**config.mk**
```make
export PLATFORM = sky130hd
export DESIGN_NAME = mips_multicycle_ctrl
export DESIGN_NICKNAME = d
export VERILOG_FILES = /design/src/rtl/mips_multicycle_ctrl.sv
export SDC_FILE = /design/constraint.sdc
export NUM_CORES = 1
export LEC_CHECK = 0
export ABC_AREA = 1
export CAP_MARGIN = 20
export CELL_PAD_IN_SITES_DETAIL_PLACEMENT = 0
export CELL_PAD_IN_SITES_GLOBAL_PLACEMENT = 1
export CORE_ASPECT_RATIO = 0.5
export CORE_MARGIN = 5
export CORE_UTILIZATION = 29
export DETAILED_ROUTE_END_ITERATION = 12
export PLACE_DENSITY_LB_ADDON = 0.1
export SYNTH_ARGS = -nofsm -noshare
export SYNTH_HDL_FRONTEND = slang
export SYNTH_SLANG_ARGS = --single-unit
export TNS_END_PERCENT = 50
```
**constraint.sdc**
```tcl
create_clock -name clk -period 2.2 [get_ports clk]
set_input_delay 0.44 -clock clk [delete_from_list [all_inputs] [get_ports clk]]
set_output_delay 0.44 -clock clk [all_outputs]
set_load 0.1 [all_outputs]
```
**src/rtl/mips_multicycle_ctrl.sv**
```systemverilog
// Multi-cycle sequencer for the Mini-MIPS datapath: owns PC/IR, steps each
// instruction through FETCH/DECODE/EXEC/MEM/WB and drives RF, ALU and DMEM controls.
module mips_multicycle_ctrl #(
  parameter int          PC_W      = 10,
  parameter logic [31:0] HALT_WORD = 32'hFFFF_FFFF
) (
  input  logic            clk,
  input  logic            reset,
  input  logic            start,
  input  logic [31:0]     imem_data,
  input  logic [31:0]     rs_data,
  input  logic [31:0]     rt_data,
  output logic [PC_W-1:0] imem_addr,
  output logic [PC_W-1:0] pc,
  output logic [31:0]     ir,
  output logic [4:0]      rf_ra1,
  output logic [4:0]      rf_ra2,
  output logic [4:0]      rf_wa,
  output logic            rf_we,
  output logic [1:0]      wb_sel,
  output logic [3:0]      alu_op,
  output logic            alu_src_imm,
  output logic            dmem_we,
  output logic            busy,
  output logic            done,
  output logic            illegal,
  output logic [15:0]     retired
);

  typedef enum logic [2:0] {
    S_IDLE = 3'd0, S_FETCH = 3'd1, S_DECODE = 3'd2, S_EXEC = 3'd3,
    S_MEM = 3'd4, S_WB = 3'd5, S_HALT = 3'd6
  } state_t;

  typedef enum logic [2:0] {C_ALU, C_LW, C_SW, C_BR, C_J, C_JR, C_JAL} cls_t;

  localparam logic [PC_W-1:0] PC_ONE = PC_W'(1);

  state_t state, state_nxt;
  cls_t   cls;
  logic   legal, dec_imm, is_shift, br_take, ir_load, retire, set_illegal, ctl_valid;
  logic [3:0]      dec_op;
  logic [4:0]      dec_wa;
  logic [5:0]      opcode, funct;
  logic [PC_W-1:0] pc_nxt, pc_inc;

  assign opcode = ir[31:26];
  assign funct  = ir[5:0];
  assign pc_inc = pc + PC_ONE;

  always_comb begin
    legal    = 1'b1;
    cls      = C_ALU;
    dec_op   = 4'd0;
    dec_imm  = 1'b0;
    dec_wa   = ir[20:16];
    is_shift = 1'b0;
    case (opcode)
      6'd0: begin
        dec_wa = ir[15:11];
        case (funct)
          6'd0:        begin dec_op = 4'd8;  is_shift = 1'b1; end
          6'd2:        begin dec_op = 4'd9;  is_shift = 1'b1; end
          6'd3:        begin dec_op = 4'd10; is_shift = 1'b1; end
          6'd8:        cls = C_JR;
          6'd32, 6'd33: dec_op = 4'd0;
          6'd34, 6'd35: dec_op = 4'd1;
          6'd36:       dec_op = 4'd2;
          6'd37:       dec_op = 4'd3;
          6'd38:       dec_op = 4'd4;
          6'd39:       dec_op = 4'd5;
          6'd42:       dec_op = 4'd6;
          6'd43:       dec_op = 4'd7;
          default:     legal = 1'b0;
        endcase
      end
      6'd1, 6'd4, 6'd5, 6'd6, 6'd7: begin cls = C_BR; dec_op = 4'd1; end
      6'd8, 6'd9: dec_imm = 1'b1;
      6'd10:      begin dec_op = 4'd6;  dec_imm = 1'b1; end
      6'd12:      begin dec_op = 4'd2;  dec_imm = 1'b1; end
      6'd13:      begin dec_op = 4'd3;  dec_imm = 1'b1; end
      6'd14:      begin dec_op = 4'd4;  dec_imm = 1'b1; end
      6'd15:      begin dec_op = 4'd11; dec_imm = 1'b1; end
      6'd35:      begin cls = C_LW; dec_imm = 1'b1; end
      6'd43:      begin cls = C_SW; dec_imm = 1'b1; end
      6'd2:       cls = C_J;
      6'd3:       begin cls = C_JAL; dec_wa = 5'd31; end
      default:    legal = 1'b0;
    endcase
  end

  always_comb begin
    case (opcode)
      6'd1:    br_take = rs_data[31];
      6'd4:    br_take = (rs_data == rt_data);
      6'd5:    br_take = (rs_data != rt_data);
      6'd6:    br_take = rs_data[31] || (rs_data == 32'd0);
      6'd7:    br_take = !rs_data[31] && (rs_data != 32'd0);
      default: br_take = 1'b0;
    endcase
  end

  always_comb begin
    state_nxt   = state;
    pc_nxt      = pc;
    ir_load     = 1'b0;
    retire      = 1'b0;
    set_illegal = 1'b0;
    case (state)
      S_IDLE:  if (start) state_nxt = S_FETCH;
      S_FETCH: begin
        ir_load   = 1'b1;
        state_nxt = (imem_data == HALT_WORD) ? S_HALT : S_DECODE;
      end
      S_DECODE: begin
        if (!legal) begin
          set_illegal = 1'b1;
          state_nxt   = S_HALT;
        end else begin
          state_nxt = S_EXEC;
        end
      end
      S_EXEC: begin
        case (cls)
          C_LW, C_SW: state_nxt = S_MEM;
          C_BR: begin
            pc_nxt    = br_take ? ir[PC_W-1:0] : pc_inc;
            retire    = 1'b1;
            state_nxt = S_FETCH;
          end
          C_J: begin
            pc_nxt    = ir[PC_W-1:0];
            retire    = 1'b1;
            state_nxt = S_FETCH;
          end
          C_JR: begin
            pc_nxt    = rs_data[PC_W-1:0];
            retire    = 1'b1;
            state_nxt = S_FETCH;
          end
          default: state_nxt = S_WB;
        endcase
      end
      S_MEM: begin
        if (cls == C_SW) begin
          pc_nxt    = pc_inc;
          retire    = 1'b1;
          state_nxt = S_FETCH;
        end else begin
          state_nxt = S_WB;
        end
      end
      S_WB: begin
        pc_nxt    = (cls == C_JAL) ? ir[PC_W-1:0] : pc_inc;
        retire    = 1'b1;
        state_nxt = S_FETCH;
      end
      default: state_nxt = S_HALT;
    endcase
  end

  always_ff @(posedge clk) begin
    if (reset) begin
      state   <= S_IDLE;
      pc      <= '0;
      ir      <= '0;
      retired <= '0;
      illegal <= 1'b0;
    end else begin
      state <= state_nxt;
      pc    <= pc_nxt;
      if (ir_load)     ir      <= imem_data;
      if (retire)      retired <= retired + 16'd1;
      if (set_illegal) illegal <= 1'b1;
    end
  end

  // Decoded controls are only presented while an instruction is in flight.
  assign ctl_valid   = (state == S_DECODE) || (state == S_EXEC) ||
                       (state == S_MEM) || (state == S_WB);
  assign imem_addr   = pc;
  assign rf_ra1      = is_shift ? ir[20:16] : ir[25:21];
  assign rf_ra2      = ir[20:16];
  assign rf_wa       = ctl_valid ? dec_wa : 5'd0;
  assign alu_op      = ctl_valid ? dec_op : 4'd0;
  assign alu_src_imm = ctl_valid && dec_imm;
  assign wb_sel      = !ctl_valid ? 2'd0 : (cls == C_LW) ? 2'd1 : (cls == C_JAL) ? 2'd2 : 2'd0;
  assign rf_we       = (state == S_WB) && (dec_wa != 5'd0);
  assign dmem_we     = (state == S_MEM) && (cls == C_SW);
  assign busy        = ctl_valid || (state == S_FETCH);
  assign done        = (state == S_HALT);

endmodule

```
# After elaboration in Yosys (flattened, before gate mapping)
# Cells that the tools add are included.
[word_totals]
regBits = 62
elab_cells = 114
[classes]
eq_ne = 47
n_mux = 34
n_addsub = 2
n_reduce_logical = 26
[ops]
columns = ["cell", "count"]
rows = [
  ["$eq 6x6->1 const B", 12],
  ["$pmux 10 s3", 2],
  ["$eq 6x4->1 const B", 8],
  ["$pmux 4 s10", 1],
  ["$pmux 3 s6", 2],
  ["$eq 32x32->1", 1],
  ["$eq 32x32->1 const B", 1],
  ["$logic_not 32->1", 1],
  ["$ne 32x32->1", 1],
  ["$reduce_bool 32->1", 1],
  ["$mux 10", 3],
  ["$pmux 4 s7", 1],
  ["$eq 6x2->1 const B", 4],
  ["$eq 6x3->1 const B", 4],
  ["$eq 3x3->1 const B", 6],
  ["$add 16x1->16 const B", 1],
  ["$reduce_or 16->1", 1],
  ["$mux 3", 5],
  ["$reduce_or 14->1", 1],
  ["$eq 3x2->1 const B", 4],
  ["$logic_not 6->1", 2],
  ["$add 10x1->10 const B", 1],
  ["$mux 5", 2],
  ["$pmux 5 s2", 1],
  ["other kinds (22)", 43],
]

# Longest topological paths before layout
# Gate-level depths: netlist of run 1.
[depth]
ltp_word = 7
mapped_depth = 15

# Least setup slack after synthesis of run 1
# OpenSTA, ideal clock, no wires.
[synth_timing]
path_kind = "register to output"
start = "reg ir[1]"
end = "out rf_ra1[0]"
arrival_ps = 3842
stages_incl_launch_ff = 6
path_buffers = 1
path_slack_ps = -2082
path_cell_list = "dfxtp_1 -> inv_1 -> a21oi_1 -> nand2_1 -> clkbuf_1 -> o21ai_0"
[synth_between]
elab_chain_len = 5
elab_cells_between_ends = 7
cone_classes = "eq/ne (2); mux (3); reduce/logical (2)"
[synth_lines]
columns = ["element", "line", "text"]
rows = [
  ["start: declaration", "15", "output logic [31:0] ir,"],
  ["start signal: assignment", "172", "if (ir_load) ir <= imem_data;"],
  ["$eq 6x2->1 / $logic_not 6->1 (equally long branches)", "61", "case (funct)"],
  ["$reduce_or 3->1 (no line) (*)", "--", ""],
  ["$mux 1 (*)", "61", ""],
  ["$mux 1 (*)", "58", "case (opcode)"],
  ["$mux 5 (*)", "182", "assign rf_ra1 = is_shift ? ir[20:16] : ir[25:21];"],
  ["end: declaration", "16", "output logic [4:0] rf_ra1,"],
]
# Every way passes the cells marked *; elsewhere a longest branch is shown, timed or not.

# Worst setup path in the final report of run 1
[layout_timing]
start = "reg ir[31]"
end = "out rf_we"
[layout_between]
elab_chain_len = 4
elab_cells_between_ends = 5
cone_classes = "eq/ne (1); mux (1); reduce/logical (3)"
[layout_lines]
columns = ["element", "line", "text"]
rows = [
  ["$eq 6x2->1 / $logic_not 6->1 (equally long branches)", "58", ""],
  ["$pmux 5 s2 (*)", "58", ""],
  ["$reduce_bool 5->1 (*)", "188", "assign rf_we = (state == S_WB) && (dec_wa != 5'd0);"],
  ["$logic_and 1x1->1 (*)", "188", ""],
  ["end: declaration", "19", "output logic rf_we,"],
]
# Marks and branches as above.

==> flow_summary.json, run 1 <==
{
  "remaining_drc_errors": 0,
  "vias": 5716,
  "drt-met1-wl_microns": 9310,
  "via_per_inst": 4.87,
  "clockBufferDepth": 2,
  "synth_area_leader_cell": "dfxtp_1",
  "crit_buf_inv": 2,
  "synth-edff-count": 0,
  "dr.pass1.iters": 5,
  "p_per_area_mw_per_mm2": 973,
  "tightest_slew_ps": 469,
  "syn_area_per_cell_sq_um": 6.26,
  "hold_class": "flop to flop",
  "setup_ws_ps": -120,
  "crit_required_ps": 1760,
  "timing.final.crit_share": 1.05,
  "die_area_sq_mm": 0.0185,
  "coreArea_sq_mm": 0.0155,
  "netlist_top_cells_area": "dfxtp_1, nand2_1, o21ai_0",
  "postRouteAntennaNets": 0,
  "grt_use_total": 0.194,
  "syn_area_sq_mm": 0.00458,
  "cp-end-kind": "output port",
  "dpl.cell_count": 1132,
  "areaGrowthSynthToFinish_pct": 75.0,
  "crit_chain": "nor2_4 -> nand2_4 -> nor2_4 -> inv_4 -> nand2_4 -> o22ai_2 -> nand2_1 -> nor2_2 -> a21oi_4 -> buf_12",
  "cts_hold_buf": 0,
  "dp_hpwl_microns": 14500,
  "ir_drop_mv": 0.847,
  "rsz0062_at_grt": "true",
  "die_y_microns": 98.8,
  "cts.clk_slew.worst_paths_ps": 50,
  "multi_input_area_sq_mm": 0.00324,
  "gr-total-overflow": 0,
  "timing.slew.headroom": 0.686,
  "crit_path_max_incr_delay_ps": 350,
  "die_x_microns": 188,
  "start_util": 0.296,
  "drt_iter0_markers": 251,
  "regArea_sq_mm": 0.00131,
  "antenna_found_initial": 0,
  "diodes": 0,
  "regToRegSetupSlack_ps": 50,
  "wl_microns": 18700,
  "wl_met3_microns": 1460,
  "synth_seq_cells": 62,
  "synth-seq-area-share": 0.271,
  "cp_max_fo": 6,
  "total_leakage_power_nw": 3.50,
  "max_freq_mhz": 431,
  "syn_inst": 731,
  "async_flop_share": 0,
  "grt_start_max_net_pins": 30,
  "finalSetupViolCount": 16,
  "violations": "setup timing",
  "drv_slew": 0,
  "dp_slack_ps": -234,
  "htree_levels": 3,
  "synthFlopType": "dfxtp_1",
  "grt_pass1_wl_microns": 29400,
  "cts_num_sinks": 62,
  "clock-root-buffer": "clkbuf_16",
  "cp_data_arrival_time_ps": 1880,
  "synth.distinct_cells": 43,
  "maxCapViolCount": 0,
  "skew_ps": 8.87,
  "clk_latency_ps": 340,
  "crit_family": "simple AND/OR/NAND/NOR gates",
  "layout.nets": 1067,
  "top_layer_used": "met4",
  "fill_cells": 1615,
  "yosysWarnings": 0,
  "drive_gt1_frac": 0.320,
  "path_class": "flop to output port",
  "io_pins": 194,
  "startpoint_type": "flop",
  "slowest_stage": "dfxtp_4",
  "gp_congestion": 0.833,
  "hold_viol": 0,
  "period_needed_ps": 2320,
  "wl_met2_microns": 7780,
  "grt_pass1_vias": 5517,
  "routedWlPerCell_microns": 15.9,
  "syn-num-nets": 834,
  "row_count": 32,
  "status": "complete, but fails checks",
  "synth_top_area_share": 0.271,
  "holdWs_ps": 458,
  "cts_made_buffers": 9,
  "io_buffers": 193,
  "cts_tree": "yes",
  "stdcell_count": 1173
}
[per-layer routing]
layer  up-vias  global-route usage
met1      2608               0.281
li1       2900                   -
met3        12              0.0591
met2       196               0.286
met5         -                   0
met4         0              0.0333
[logic make-up after synthesis]
logic type,after synthesis,synth area share
and+or+nand+nor,335,0.327
xor gates and xnor gates,29,0.0555
adders and majority gates,4,0.0109
AOI/OAI and AO/OA,173,0.216
buffers and inverters,128,0.119
DFF,62,0.271
[flip-flops by register name, indices dropped and copies added (netlist names)]
name,flops
illegal,1
state,3
ir,32
imem_addr,10
retired,16
[synthesized netlist by cell type, types with 15 or more instances]
cell / instances
nand2_1: 142
nor2_1: 93
inv_1: 84
o21ai_0: 70
dfxtp_1: 62
a21oi_1: 58
nand3_1: 32
nand4_1: 27
xnor2_1: 25
clkbuf_1: 18
nor3_1: 17
buf_4: 15
[cells in the final DEF, fill, tap and decap left out, drive strengths merged]
| master | n |
|---|---|
| a21oi | 59 |
| nor4b | 1 |
| dfxtp | 62 |
| bufinv | 2 |
| a221o | 1 |
| a211oi | 1 |
| clkbuf | 10 |
| ha | 4 |
| nor2 | 103 |
| o2111a | 1 |
| nor4 | 4 |
| o211ai | 1 |
| o22ai | 7 |
| nand3b | 1 |
| xor2 | 4 |
| nand3 | 32 |
| dlymetal6s2s | 21 |
| a22oi | 3 |
| clkinv | 4 |
| or2 | 1 |
| a221oi | 8 |
| nor3 | 19 |
| inv | 89 |
| o21bai | 11 |
| clkdlybuf4s50 | 77 |
| o31ai | 4 |
| buf | 158 |
| o21ai | 74 |
| nand2 | 147 |
| clkinvlp | 4 |
| xnor2 | 25 |
| nor3b | 1 |
| nand4 | 27 |
| a31oi | 3 |
[where the power goes]
group          leakage [nW]  total [mW]  internal [mW]  switching [mW]
Clock                 0.153        1.58           1.00           0.580
Sequential            0.521        1.57           1.32           0.254
Combinational          2.82        4.63           1.46            3.18
[worst paths after layout]
kind,from,end,cells after the start
worst max-delay path,ir[31]$_SDFFE_PP0P_,rf_we,10
worst min-delay path,illegal$_SDFFE_PP0P_,illegal$_SDFFE_PP0P_,2
worst max register to register,ir[31]$_SDFFE_PP0P_,imem_addr[8]$_SDFFE_PP0P_,14
worst min register to register,illegal$_SDFFE_PP0P_,illegal$_SDFFE_PP0P_,2
[what timing repair did]
item / CTS / global route
cloned: 1 / 4
resized for setup: 22 / 74
pin swaps: 11 / 39
setup endpoints to repair: 19 / 34
buffers inserted: 4 / 16
[worst register-to-register path, cell delays in order (launching register included)]
cell and delay [ps]:
dfxtp_4 350, nor2_4 190, nand2_4 90, nor2_4 170
buf_4 150, buf_6 110, nand2_2 60, nand2_1 70
o21ai_1 90, nand2_4 110, buf_4 150, clkinvlp_4 150
buf_4 170, a21oi_1 110, a21oi_1 70
[per-stage QoR]
| stage | power, mW | util | TNS, ps | instance area (sq um) |
|---|---|---|---|---|
| finish | 7.79 | 0.518 | -1190 | 8010 |
| global route | 8.16 | 0.518 | -2940 | 8010 |
| CTS | 7.64 | 0.495 | -743 | 7650 |
| detailed placement | 5.82 | 0.466 | -2260 | 7200 |
| global placement | 5.82 | 0.466 | -1890 | 7200 |
| floorplan | 4.55 | - | -2870 | 4900 |
[cell type report]
cell class / instances / share of cell area
Clock buffer: 10 / 0.0286
Clock inverter: 6 / 0.0117
Inverter: 92 / 0.0450
Multi-Input combinational cell: 542 / 0.405
Sequential cell: 62 / 0.163
Tap cell: 204 / 0.0319
Timing Repair Buffer: 256 / 0.314
Timing Repair inverter: 1 / 0.000938
Note: power is estimated with default switching activity, not from simulation.
==> inputs of run 2 (changes only) <==
==> constraint.sdc (replaced) <==
create_clock -name clk -period 2.4 [get_ports clk]
set_input_delay 0.48 -clock clk [delete_from_list [all_inputs] [get_ports clk]]
set_output_delay 0.48 -clock clk [all_outputs]
set_load 0.1 [all_outputs]
==> flow_summary.json, run 2 (synthesis gave the netlist of run 1 again) <==
{
  "skew_ps": 15.4,
  "die_y_microns": 98.8,
  "io_buffers": 193,
  "fill_cells": 1602,
  "regArea_sq_mm": 0.00129,
  "cts_hold_buf": 0,
  "final_cell_mix": "nand2_1, buf_4, clkdlybuf4s50_1, inv_1, nor2_1",
  "cts.clk_slew.worst_paths_ps": 50,
  "gr-total-overflow": 0,
  "grt_pass1_vias": 5415,
  "grt_use_total": 0.193,
  "post-route-util": 0.497,
  "multi_input_area_sq_mm": 0.00311,
  "violations": "setup timing",
  "crit_required_ps": 1920,
  "gp_congestion": 0.833,
  "status": "complete, but fails checks",
  "total_leakage_power_nw": 3.20,
  "remaining_drc_errors": 0,
  "layout.nets": 1049,
  "final_cell_area_sq_mm": 0.00767,
  "min_delay_path_depth": 2,
  "diodes": 0,
  "grt_start_max_net_pins": 40,
  "max_freq_mhz": 403,
  "holdWs_ps": 456,
  "start_util": 0.296,
  "p_per_area_mw_per_mm2": 910,
  "cp_max_fo": 6,
  "finalSetupViolCount": 1,
  "io_pins": 194,
  "path_class": "flop to output port",
  "final_common_cell": "nand2_1",
  "min_from": "illegal$_SDFFE_PP0P_",
  "die_x_microns": 188,
  "startpoint_type": "flop",
  "maxCapViolCount": 0,
  "rsz0062_at_grt": "true",
  "clockBufferDepth": 2,
  "via_per_inst": 4.90,
  "cp_data_arrival_time_ps": 2000,
  "wl_microns": 18500,
  "ff2ff_path_depth": 14,
  "drv_slew": 0,
  "r2r-end": "retired[15]$_SDFFE_PP0P_",
  "clk_latency_ps": 340,
  "row_count": 32,
  "antenna_found_initial": 0,
  "clock-root-buffer": "clkbuf_16",
  "drive_gt1_frac": 0.263,
  "hold_class": "flop to flop",
  "worstHoldEndpoint": "illegal$_SDFFE_PP0P_",
  "routedWlPerCell_microns": 16.0,
  "areaGrowthSynthToFinish_pct": 67.7,
  "cp-end-kind": "output port",
  "tightest_slew_ps": 580,
  "drt_iter0_markers": 389,
  "post_dp_cell_area_sq_mm": 0.00714,
  "vias": 5656,
  "regToRegSetupSlack_ps": 190,
  "die_area_sq_mm": 0.0185,
  "grt_pass1_wl_microns": 28800,
  "timing.slew.headroom": 0.614,
  "setup_tns_ps": -83.5,
  "dr.pass1.iters": 5,
  "dp_slack_ps": -66.2,
  "htree_levels": 3,
  "setup_ws_ps": -83.5,
  "cts_tree": "yes",
  "hold_viol": 0,
  "cts_num_sinks": 62,
  "coreArea_sq_mm": 0.0155,
  "postRouteAntennaNets": 0,
  "rr_startpoint": "ir[31]$_SDFFE_PP0P_",
  "timing.final.crit_share": 1.03,
  "ir_drop_mv": 0.890,
  "largest_register_ffs": 32,
  "dp_hpwl_microns": 14400,
  "cts_made_buffers": 9,
  "regMostFlops": "ir",
  "period_needed_ps": 2480
}
## run 2: where the power goes
part / internal, mW / switching (mW) / total (mW)
combinational: 1.30 / 2.88 / 4.19
clock: 0.838 / 0.519 / 1.36
sequential: 1.20 / 0.234 / 1.44
## run 2: cell type report
class | count | share of cell area
multi-input combinational | 541 | 0.405
clock inverter | 6 | 0.00880
clock buffer | 10 | 0.0311
tap | 204 | 0.0333
sequential | 62 | 0.169
inverter | 92 | 0.0463
timing repair buffer | 240 | 0.307
## run 2: timing repair
action / in CTS / in global routing
setup buffers: 2 / 7
pin swaps: 2 / 7
cloned: 0 / 1
resized for setup: 10 / 24
setup endpoints to repair: 15 / 16
## run 2: how the worst max path moves through the flow
| stage | cells past startpoint | slack [ps] | endpoint | from |
|---|---|---|---|---|
| 3_5_place_dp | 16 | -70 | imem_addr[7]$_SDFFE_PP0P_ | rs_data[5] |
| 5_1_grt | 9 | -170 | rf_we | ir[31]$_SDFFE_PP0P_ |
| 4_1_cts | 10 | -40 | rf_we | ir[28]$_SDFFE_PP0P_ |
| 3_3_place_gp | 15 | -80 | imem_addr[6]$_SDFFE_PP0P_ | rs_data[4] |
| 2_1_floorplan | 4 | -350 | busy | state[1]$_SDFFE_PP0P_ |
| 6_report | 9 | -80 | rf_we | ir[31]$_SDFFE_PP0P_ |
## run 2: through the flow
| step | instances | power, mW |
|---|---|---|
| after CTS | 1147 | 6.73 |
| after global placement | 1129 | 5.25 |
| after floorplan | 731 | 4.14 |
| after detailed placement | 1129 | 5.25 |
| after global routing | 1155 | 7.33 |
| final | 1155 | 6.98 |
## run 2: critical path: stages, from the launching register on
cell     delay [ps]
dfxtp_4         360
nor2_4          170
nand2_4          90
nor2_4          210
inv_6           100
o22ai_4         180
nand2_1          90
nor2_2          180
a21oi_4          90
buf_12          180
## run 2: layer usage
layer | global-route usage | vias to the layer above | part of all wire
li1 | - | 2863 | -
met1 | 0.279 | 2562 | 0.50
met2 | 0.283 | 221 | 0.41
met3 | 0.0570 | 10 | 0.079
met4 | 0.0395 | 0 | 0.0067
met5 | 0 | - | 0
==> inputs of run 3 (changes only) <==
--- a/config.mk
+++ b/config.mk
@@ -13,7 +13,9 @@
 export CORE_MARGIN = 5
 export CORE_UTILIZATION = 29
 export DETAILED_ROUTE_END_ITERATION = 12
+export MAX_ROUTING_LAYER = met4
 export PLACE_DENSITY_LB_ADDON = 0.1
+export SKIP_CTS_REPAIR_TIMING = 1
 export SYNTH_ARGS = -nofsm -noshare
 export SYNTH_HDL_FRONTEND = slang
 export SYNTH_SLANG_ARGS = --single-unit
==> flow_summary.json, run 3 (synthesis gave the netlist of run 1 again) <==
{
  "crit_path_max_incr_delay_ps": 360,
  "crit_required_ps": 1920,
  "path_class": "flop to output port",
  "cp_max_fo": 6,
  "fill_cells": 1603,
  "via_per_inst": 4.90,
  "final_common_cell": "nand2_1",
  "regArea_sq_mm": 0.00129,
  "setup_ws_ps": -94.9,
  "clk_latency_ps": 340,
  "cts.clk_slew.worst_paths_ps": 50,
  "total_leakage_power_nw": 3.17,
  "cts_made_buffers": 9,
  "status": "complete, but fails checks",
  "coreArea_sq_mm": 0.0155,
  "dp_hpwl_microns": 14400,
  "diodes": 0,
  "start_util": 0.296,
  "violations": "setup timing",
  "routedWlPerCell_microns": 15.9,
  "die_x_microns": 188,
  "antenna_found_initial": 0,
  "clock-root-buffer": "clkbuf_16",
  "gr-max-usage-layer": "met2",
  "grt_use_total": 0.197,
  "drive_gt1_frac": 0.258,
  "regMostFlops": "ir",
  "met2_usage": 0.280,
  "die_area_sq_mm": 0.0185,
  "p_per_area_mw_per_mm2": 902,
  "crit_family": "simple AND/OR/NAND/NOR gates",
  "p_total_mw": 6.86,
  "post_dp_cell_area_sq_mm": 0.00714,
  "use_met3": 0.0524,
  "largest_register_ffs": 32,
  "cp_data_arrival_time_ps": 2010,
  "wl_microns": 18300,
  "slowest_stage": "dfxtp_4",
  "hold_class": "flop to flop",
  "vias": 5637,
  "grt_pass1_wl_microns": 28600,
  "gp_congestion": 0.846,
  "stdcell_count": 1151,
  "crit_buf_inv": 2,
  "finalSetupViolCount": 7,
  "grt_start_max_net_pins": 40,
  "hold_viol": 0,
  "timing.final.crit_share": 1.04,
  "gr-total-overflow": 0,
  "max_freq_mhz": 401,
  "final_cell_mix": "nand2_1, buf_4, clkdlybuf4s50_1, inv_1, nor2_1",
  "dpl.cell_count": 1129,
  "startpoint_type": "flop",
  "die_y_microns": 98.8,
  "postRouteAntennaNets": 0,
  "cts_tree": "yes",
  "ir_drop_mv": 0.849,
  "post-route-util": 0.492,
  "cts_num_sinks": 62,
  "io_pins": 194,
  "remaining_drc_errors": 0,
  "maxCapViolCount": 0,
  "layout.nets": 1045,
  "met1_usage": 0.280,
  "crit_top_cell": "nor2_4",
  "period_needed_ps": 2490,
  "drv_slew": 0,
  "grt_pass1_vias": 5408,
  "areaGrowthSynthToFinish_pct": 66.1,
  "multi_input_area_sq_mm": 0.00309,
  "tightest_slew_ps": 579,
  "htree_levels": 3,
  "crit_chain": "nor2_4 -> nand2_4 -> nor2_4 -> inv_6 -> nand2_8 -> o22ai_4 -> nand2_1 -> nor2_2 -> a21oi_4 -> buf_12",
  "clockBufferDepth": 2,
  "rsz0062_at_grt": "true",
  "timing.slew.headroom": 0.614,
  "final_cell_area_sq_mm": 0.00760,
  "row_count": 32,
  "cp-end-kind": "output port",
  "skew_ps": 13.0,
  "dr.pass1.iters": 5,
  "io_buffers": 193,
  "drt_iter0_markers": 338
}
run 3: cell type report:
class / count / share of cell area
Clock inverter: 6 / 0.00889
Timing Repair Buffer: 236 / 0.302
Inverter: 92 / 0.0467
Sequential cell: 62 / 0.170
Multi-Input combinational cell: 541 / 0.407
Tap cell: 204 / 0.0336
Clock buffer: 10 / 0.0314
run 3: metrics by stage:
step	setup WS (ps)	TNS, ps	hold WS [ps]
finish	-94.9	-283	458
global route	-165	-1010	484
CTS	-199	-1430	459
detailed placement	-66.2	-610	450
global placement	-82.6	-731	443
floorplan	-348	-1210	553
run 3: report_power, final:
part / switching (mW) / internal [mW] / total [mW]
combinational: 2.83 / 1.22 / 4.05
clock: 0.520 / 0.838 / 1.36
sequential: 0.243 / 1.21 / 1.45
total: 3.60 / 3.26 / 6.86
run 3: path summary, 6_finish.rpt:
path,endpoint,cells past startpoint,slack (ps),from
max reg2reg,imem_addr[2]$_SDFFE_PP0P_,13,200,ir[31]$_SDFFE_PP0P_
max,rf_we,10,-90,ir[31]$_SDFFE_PP0P_
min,illegal$_SDFFE_PP0P_,2,460,illegal$_SDFFE_PP0P_
min reg2reg,illegal$_SDFFE_PP0P_,2,460,illegal$_SDFFE_PP0P_
run 3: layer usage:
| layer | routed length (microns) | vias up |
|---|---|---|
| li1 | - | 2855 |
| met1 | 9310 | 2568 |
| met2 | 7510 | 198 |
| met3 | 1290 | 16 |
| met4 | 190 | 0 |
| met5 | 0 | - |
run 3: worst min-delay path, cell delays in order, from the launching register on:
cell and delay (ps):
dfxtp_1 310, inv_1 50, a21oi_1 50
